**config.mk**
```make
export PLATFORM = sky130hd
export DESIGN_NAME = fetch_sequencer
export DESIGN_NICKNAME = d
export VERILOG_FILES = /design/src/rtl/fetch_sequencer.sv
export SDC_FILE = /design/constraint.sdc
export NUM_CORES = 1
export LEC_CHECK = 0
export ABC_AREA = 1
export CAP_MARGIN = 5
export CORE_UTILIZATION = 40
export DETAILED_ROUTE_END_ITERATION = 8
export PLACE_DENSITY = 0.71
export SLEW_MARGIN = 20
export SYNTH_ARGS = -nofsm -noshare
export SYNTH_HDL_FRONTEND = slang
export SYNTH_SLANG_ARGS = --single-unit
```
**constraint.sdc**
```tcl
create_clock -name clk -period 2.3 [get_ports clk]
set_clock_uncertainty 0.05 [all_clocks]
set_input_delay 0.46 -clock clk [delete_from_list [all_inputs] [get_ports clk]]
set_output_delay 0.46 -clock clk [all_outputs]
set_load 0.03 [all_outputs]
```
**src/rtl/fetch_sequencer.sv**
```systemverilog
// ============================================================================
// fetch_sequencer: front-end PC control with redirect arbitration, stall-time
// redirect buffering, IF/ID flush strobes and boot/run/halt sequencing.
// Revision: 1.0
// ============================================================================
`default_nettype none

module fetch_sequencer #(
  parameter logic [31:0] RESET_PC = 32'h0000_0000,
  parameter logic [31:0] TRAP_VEC = 32'h0000_0100
) (
  input  logic        clk,
  input  logic        rst,
  input  logic        stall,
  input  logic        br_req,
  input  logic [31:0] br_target,
  input  logic        jmp_req,
  input  logic [31:0] jmp_target,
  input  logic        trap_req,
  input  logic        halt_req,
  input  logic        resume,
  output logic [31:0] fetch_addr,
  output logic [31:0] pc,
  output logic        fetch_valid,
  output logic        flush_if,
  output logic        flush_id,
  output logic        redirect_pending,
  output logic        misalign,
  output logic        halted
);

  typedef enum logic [1:0] {
    ST_BOOT = 2'd0,
    ST_RUN  = 2'd1,
    ST_HALT = 2'd2
  } state_t;

  localparam logic [31:0] TRAP_ALIGNED = {TRAP_VEC[31:2], 2'b00};
  localparam logic [1:0]  PRIO_NONE = 2'd0;
  localparam logic [1:0]  PRIO_JMP  = 2'd1;
  localparam logic [1:0]  PRIO_BR   = 2'd2;
  localparam logic [1:0]  PRIO_TRAP = 2'd3;

  state_t      state_q, state_d;
  logic [31:0] pc_q, pc_d;
  logic        pend_q, pend_d;
  logic [1:0]  pprio_q, pprio_d;
  logic [31:0] ptgt_q, ptgt_d;
  logic        pmis_q, pmis_d;

  logic [1:0]  live_prio;
  logic [31:0] live_tgt;
  logic        live_mis;

  // Highest-priority live request; targets are word-aligned here so the
  // pending buffer and the PC only ever hold aligned addresses.
  always_comb begin
    live_prio = PRIO_NONE;
    live_tgt  = 32'h0;
    live_mis  = 1'b0;
    if (trap_req) begin
      live_prio = PRIO_TRAP;
      live_tgt  = TRAP_ALIGNED;
    end else if (br_req) begin
      live_prio = PRIO_BR;
      live_tgt  = {br_target[31:2], 2'b00};
      live_mis  = |br_target[1:0];
    end else if (jmp_req) begin
      live_prio = PRIO_JMP;
      live_tgt  = {jmp_target[31:2], 2'b00};
      live_mis  = |jmp_target[1:0];
    end
  end

  always_comb begin
    state_d          = state_q;
    pc_d             = pc_q;
    pend_d           = pend_q;
    pprio_d          = pprio_q;
    ptgt_d           = ptgt_q;
    pmis_d           = pmis_q;
    fetch_addr       = pc_q;
    fetch_valid      = 1'b0;
    flush_if         = 1'b0;
    flush_id         = 1'b0;
    misalign         = 1'b0;
    halted           = 1'b0;
    redirect_pending = pend_q;

    case (state_q)
      ST_BOOT: begin
        fetch_addr = RESET_PC;
        pc_d       = RESET_PC;
        state_d    = ST_RUN;
      end

      ST_RUN: begin
        fetch_valid = 1'b1;
        flush_if    = trap_req | br_req | jmp_req;
        flush_id    = trap_req | br_req;
        if (stall) begin
          // Equal priority overwrites so the newest target of a class wins.
          if (live_prio != PRIO_NONE && (!pend_q || live_prio >= pprio_q)) begin
            pend_d  = 1'b1;
            pprio_d = live_prio;
            ptgt_d  = live_tgt;
            pmis_d  = live_mis;
          end
        end else begin
          if (live_prio != PRIO_NONE) begin
            fetch_addr = live_tgt;
            misalign   = live_mis;
          end else if (pend_q) begin
            fetch_addr = ptgt_q;
            misalign   = pmis_q;
          end else begin
            fetch_addr = pc_q + 32'd4;
          end
          pc_d   = fetch_addr;
          pend_d = 1'b0;
          if (halt_req) begin
            state_d = ST_HALT;
          end
        end
      end

      ST_HALT: begin
        halted = 1'b1;
        pend_d = 1'b0;
        if (trap_req) begin
          flush_if   = 1'b1;
          flush_id   = 1'b1;
          fetch_addr = TRAP_ALIGNED;
          pc_d       = TRAP_ALIGNED;
          state_d    = ST_RUN;
        end else if (resume) begin
          state_d = ST_RUN;
        end
      end

      default: begin
        state_d = ST_BOOT;
      end
    endcase
  end

  always_ff @(posedge clk) begin
    if (!rst) begin
      state_q <= ST_BOOT;
      pc_q    <= RESET_PC;
      pend_q  <= 1'b0;
      pprio_q <= PRIO_NONE;
      ptgt_q  <= 32'h0;
      pmis_q  <= 1'b0;
    end else begin
      state_q <= state_d;
      pc_q    <= pc_d;
      pend_q  <= pend_d;
      pprio_q <= pprio_d;
      ptgt_q  <= ptgt_d;
      pmis_q  <= pmis_d;
    end
  end

  assign pc = pc_q;

endmodule

`default_nettype wire

```
### After elaboration in Yosys (flattened, before gate mapping)

Cells that the tools add are included.

| storage, ports and cells | value |
|---|---|
| word-level logic and storage cells | 58 |
| bits in registers | 70 |
| input bits | 72 |

| operators by class | value |
|---|---|
| reduce and logical (&&, ||, !) cells | 11 |
| eq/ne operators | 6 |
| muxes and demuxes | 31 |
| add/sub/neg operators | 1 |
| $lt $le $gt $ge | 1 |
| bitwise gates (word level) | 2 |

Operators with widths:

| operator | count |
|---|---|
| 2-to-1 mux 32 bit | 7 |
| one-hot mux 32 bit (3 select lines) | 1 |
| adder 32 x 3 -> 32 bit, second input constant | 1 |
| 2-to-1 mux 1 bit | 13 |
| 2-to-1 mux 2 bit | 6 |
| inequality test 3 bit, second input constant | 2 |
| one-hot mux 1 bit (2 select lines) | 3 |
| one-hot mux 2 bit (3 select lines) | 1 |
| AND reduction 3 bit | 2 |
| inequality test 2 bit, second input constant | 2 |
| nonzero test 2 bit | 2 |
| OR reduction 2 bit | 2 |
| == test 2 x 1 -> 1 bit, second input constant | 1 |
| == test 2 bit, second input constant | 1 |
| greater-or-equal comparator 2 bit | 1 |
| zero test 2 bit | 1 |
| bitwise OR 1 bit | 2 |
| AND reduction 2 bit | 1 |
| logical AND 1 bit | 1 |
| zero test 1 bit | 1 |
| logical OR 1 bit | 1 |

### Depth between registers and ports, before layout

| depth | value |
|---|---|
| word-level depth | 9 |
| gate-level depth with buffers | 13 |
| mapped depth without buffers | 11 |

### Worst setup path before layout

No wires, ideal clock.

| timing path | value |
|---|---|
| kind | flip-flop to output port |
| from | reg state_q[1] |
| to | out fetch_addr[13] |
| path buffers | 1 |
| slack | -66 ps |
| required time | 1,790 ps |
| cell stages (with the launch flop) | 12 |
| data arrival time | 1,856 ps |
| cells stage by stage | dfxtp_1 inv_1 ha_1 inv_2 nor2_1 inv_1 nor2_4 inv_1 buf_6 a21oi_1 nand2_1 nand2_1 |

| between the ends | value |
|---|---|
| longest elaborated chain between the ends | 2 |

RTL lines:

| what | RTL line | text |
|---|---|---|
| start: declaration | 44 | `state_t state_q, state_d;` |
| start signal: assignment | 156 | `state_q <= state_d;` |
| == test 2 bit (tied with other cells) | 90 | `case (state_q)` |
| one-hot mux 32 bit (3 select lines) * | - |  |
| end: declaration | 22 | `output logic [31:0] fetch_addr,` |

Mark *: on every way between the ends. The rest lies on a longest branch, timed or not.

### Worst setup path after layout

| timing path | value |
|---|---|
| from | reg state_q[1] |
| to | out fetch_addr[19] |

The elaborated chain is that of the path after synthesis.

==> qor.csv <==
stage,metric,value,unit
timing,worst_pin_slew,0.424,ns
synth,ys_seq_area_frac,0.299,
global_routing,antenna_found_initial,0,
detailed_routing,drc,0,
floorplan,dieArea,11800,um2
timing,slew_violations,0,
global_routing,overflow,0,
min_path,holdPathEnd,ptgt_q[4],
synth,ys_types,35,
detailed_routing,wl_per_cell,16.7,um
synth,synth_cells,751,
pwr,power_density,675,nW/um2
placed_design,gp_congestion,0.944,
clock_tree,htree_num_levels,3,
detailed_routing,vias,6309,
worst_setup_path,crit_fanout,11,
worst_setup_path,slowest_stage,dfxtp_4,
min_path,holdCritPathClass,reg -> reg,
min_path,min_from,ptgt_q[4],
clock_tree,cts-root-buf,clkbuf_16,
worst_setup_path,endpoint_kind,output port,
placed_design,port_buffers,141,
placed_design,place_ws,-0.393,ns
global_routing,grt_max_degree,35,
pwr,ir_worst_vdd,0.000399,V
global_routing,grt_util_all_layers,0.324,
cells_and_area,syn_to_final_growth,80.6,%
timing,setup_ws,-0.258,ns
detailed_routing,initialDrtViolationCount,581,
worst_setup_path,reg2reg_slack,0.27,ns
global_routing,grt_pass1_vias,5910,
cells_and_area,drive_above_1_share,0.368,
cells_and_area,nets,1082,
detailed_routing,ant_nets,0,
pwr,power_switching,2.12,mW
status,failed_checks,negative setup slack,
timing,finalSetupTns,-4.97,ns
cells_and_area,fin_util,0.749,
synth,yosysWarningCount,0,
synth,ys_ff_latch,68,
job,cap_violations,0,
worst_setup_path,crit_path_cell_trace,inv_4 -> ha_4 -> inv_4 -> nor2_4 -> inv_2 -> nor2_4 -> inv_4 -> buf_12 -> a21oi_1 -> nand2_2 -> nand2_2 -> buf_12,
clock_tree,cts_sinks,68,
pwr,p_comb_frac,0.474,
worst_setup_path,cp.required,1.79,ns
worst_setup_path,rr_startpoint,state_q[1],
min_path,hold_path_depth,2,
clock_tree,clk_pin_slew,0.06,ns
worst_setup_path,path_class,reg -> out,
synth,synth_nets,830,
timing,whs,0.415,ns
timing,fin_crit_sh,1.11,
floorplan,core,11000,um2
worst_setup_path,critPathTopFamily,buffers and inverters,
timing,slew_headroom,0.716,
placed_design,place_hpwl,13200,um
cells_and_area,ff_latch_area,1410,um2
timing,fmax,391,MHz
timing,period_needed,2.56,ns
detailed_routing,vias_per_cell,5.50,
synth,synthesis.area_per_instance,6.07,um2
clock_tree,clock_latency,0.34,ns
pwr,p_leak,3.47,nW
timing,setup_viol,31,
cells_and_area,multi_input_area,3320,um2
worst_setup_path,cp-startpoint,state_q[1],
pwr,swShare,0.382,
pwr,seqPwrFrac,0.270,
worst_setup_path,r2r_end,pc[19],
placed_design,dp_cells,1094,
floorplan,die_h,109,um
cells_and_area,nFillCells,819,
timing,rsz0062_at_grt,true,
worst_setup_path,cp-start-kind,flop,
cells_and_area,antenna_cells,0,
worst_setup_path,rr_worst_depth,13,
pwr,internal_power,3.43,mW
worst_setup_path,crit_path_frequent_cell,inv_4,
detailed_routing,drt_first_pass_iters,5,
synth,synth_area,4560,um2
clock_tree,tritoncts,yes,
worst_setup_path,slowest_delay,0.37,ns
pwr,clockPowerShare,0.256,
detailed_routing,wl,19200,um
worst_setup_path,cp_num_buf_inv,6,
clock_tree,cts_buffers,9,
clock_tree,hold_buffers,0,
floorplan,initial_core_util,0.415,
global_routing,grt_pass1_wl,29500,um
worst_setup_path,cp.arrival,2.05,ns
status,status,"complete, but fails checks",
cells_and_area,finalNonFillerCells,1148,
timing,hold_violations,0,
floorplan,io-pin-count,142,
clock_tree,clockBufferDepth,2,
floorplan,dieWidth,109,um
floorplan,rows,38,
routing by layer:
metal	up-vias	GRT usage	wire length [um]
met1	2934	0.433	7960
li1	2989	-	-
met4	0	0.0994	395
met5	-	0	0
met3	37	0.0454	1680
met2	349	0.538	9160
cell usage after synthesis:
library cell	instances	area [um2]
o21ai_0	19	95.1
nand2_1	242	908
a22oi_1	11	82.6
clkinv_2	1	5.00
a21oi_1	113	566
or2_1	10	62.6
nand2_2	3	18.8
or2_2	7	43.8
a22o_1	3	26.3
buf_6	4	45.0
nor2_2	6	37.5
inv_2	5	18.8
nand3b_1	2	15.0
o211ai_1	17	128
clkbuf_1	22	82.6
buf_2	7	35.0
a21oi_2	2	17.5
buf_4	4	30.0
inv_1	49	184
o21bai_1	4	30.0
nor3_1	4	20.0
a31oi_1	3	18.8
nand3_1	42	210
nor2_4	2	22.5
nand2_4	1	11.3
clkinv_1	2	7.51
nor2_1	64	240
ha_1	7	87.6
o2111ai_1	1	8.76
a211oi_1	1	7.51
or2_0	1	6.26
dfxtp_1	68	1360
o22ai_1	1	6.26
o21ai_1	22	110
nand4_1	1	6.26
metrics by stage:
step           cell area (um2)  power, mW
6_report                  8230       5.56
5_1_grt                   8230       5.77
4_1_cts                   7980       5.37
3_5_place_dp              6850       3.53
3_3_place_gp              6850       3.49
2_1_floorplan             4560       2.56
state kept, by name (all words and copies together), names as in the netlist:
signal,cells
state_q,2
redirect_pending,1
pprio_q,2
pc,32
ptgt_q,30
pmis_q,1
tightest hold or removal path: cells and delay by family (launching register included):
kind,cells,cell delay (ns)
DFF,1,0.31
and+or+nand+nor,1,0.06
AOI/OAI and AO/OA,1,0.05
area by class of cell:
cell class | instances | share of cell area
multi-input cells | 589 | 0.404
repair buffers | 278 | 0.338
flip-flops and latches | 68 | 0.172
clock buffers | 11 | 0.0295
inverters | 57 | 0.0286
well taps | 140 | 0.0213
clock inverters | 5 | 0.00730
power by group through the flow:
stage	logic [mW]	registers [mW]	clock network, mW
CTS	2.46	1.48	1.42
detailed placement	2.05	1.48	0
global placement	2.02	1.47	0
global route	2.78	1.51	1.48
finish	2.64	1.50	1.42
floorplan	1.02	1.53	0
how the worst max path moves through the flow:
stage	endpoint	slack (ns)	depth (start not counted)
after floorplan	fetch_addr[0]	-0.01	10
after global placement	fetch_addr[0]	-0.36	10
after detailed placement	fetch_addr[1]	-0.39	10
after CTS	fetch_addr[30]	-0.21	13
after global routing	fetch_addr[19]	-0.31	12
final	fetch_addr[19]	-0.26	12
cell families (layout without fill, tap and decap cells):
family / after synthesis / after routing / synth area share
buffers and inverters: 94 / 351 / 0.0895
DFF: 68 / 68 / 0.299
and+or+nand+nor: 385 / 385 / 0.352
adders and majority gates: 7 / 7 / 0.0192
AOI/OAI and AO/OA: 197 / 197 / 0.241
what timing repair did:
action / CTS / global route
pin swaps: 62 / 41
setup endpoints to repair: 35 / 33
buffers inserted: 22 / 13
cloned: 4 / 0
gates resized for setup: 193 / 57
layout by cell type (no fill, tap or decap), types with 11 or more instances in the layout:
| master | synthesis | routed |
|---|---|---|
| a21oi_1 | 113 | 96 |
| a21oi_2 | 2 | 16 |
| buf_12 | 0 | 20 |
| buf_4 | 4 | 121 |
| buf_6 | 4 | 27 |
| clkdlybuf4s50_1 | 0 | 100 |
| dfxtp_1 | 68 | 47 |
| dfxtp_2 | 0 | 11 |
| inv_1 | 49 | 41 |
| nand2_1 | 242 | 172 |
| nand2_2 | 3 | 63 |
| nand2_4 | 1 | 11 |
| nand3_1 | 42 | 36 |
| nor2_1 | 64 | 44 |
| nor2_2 | 6 | 13 |
| nor2_4 | 2 | 15 |
| o211ai_1 | 17 | 17 |
| o21ai_0 | 19 | 14 |
| o21ai_1 | 22 | 24 |
Power figures use the tool's default switching activity.
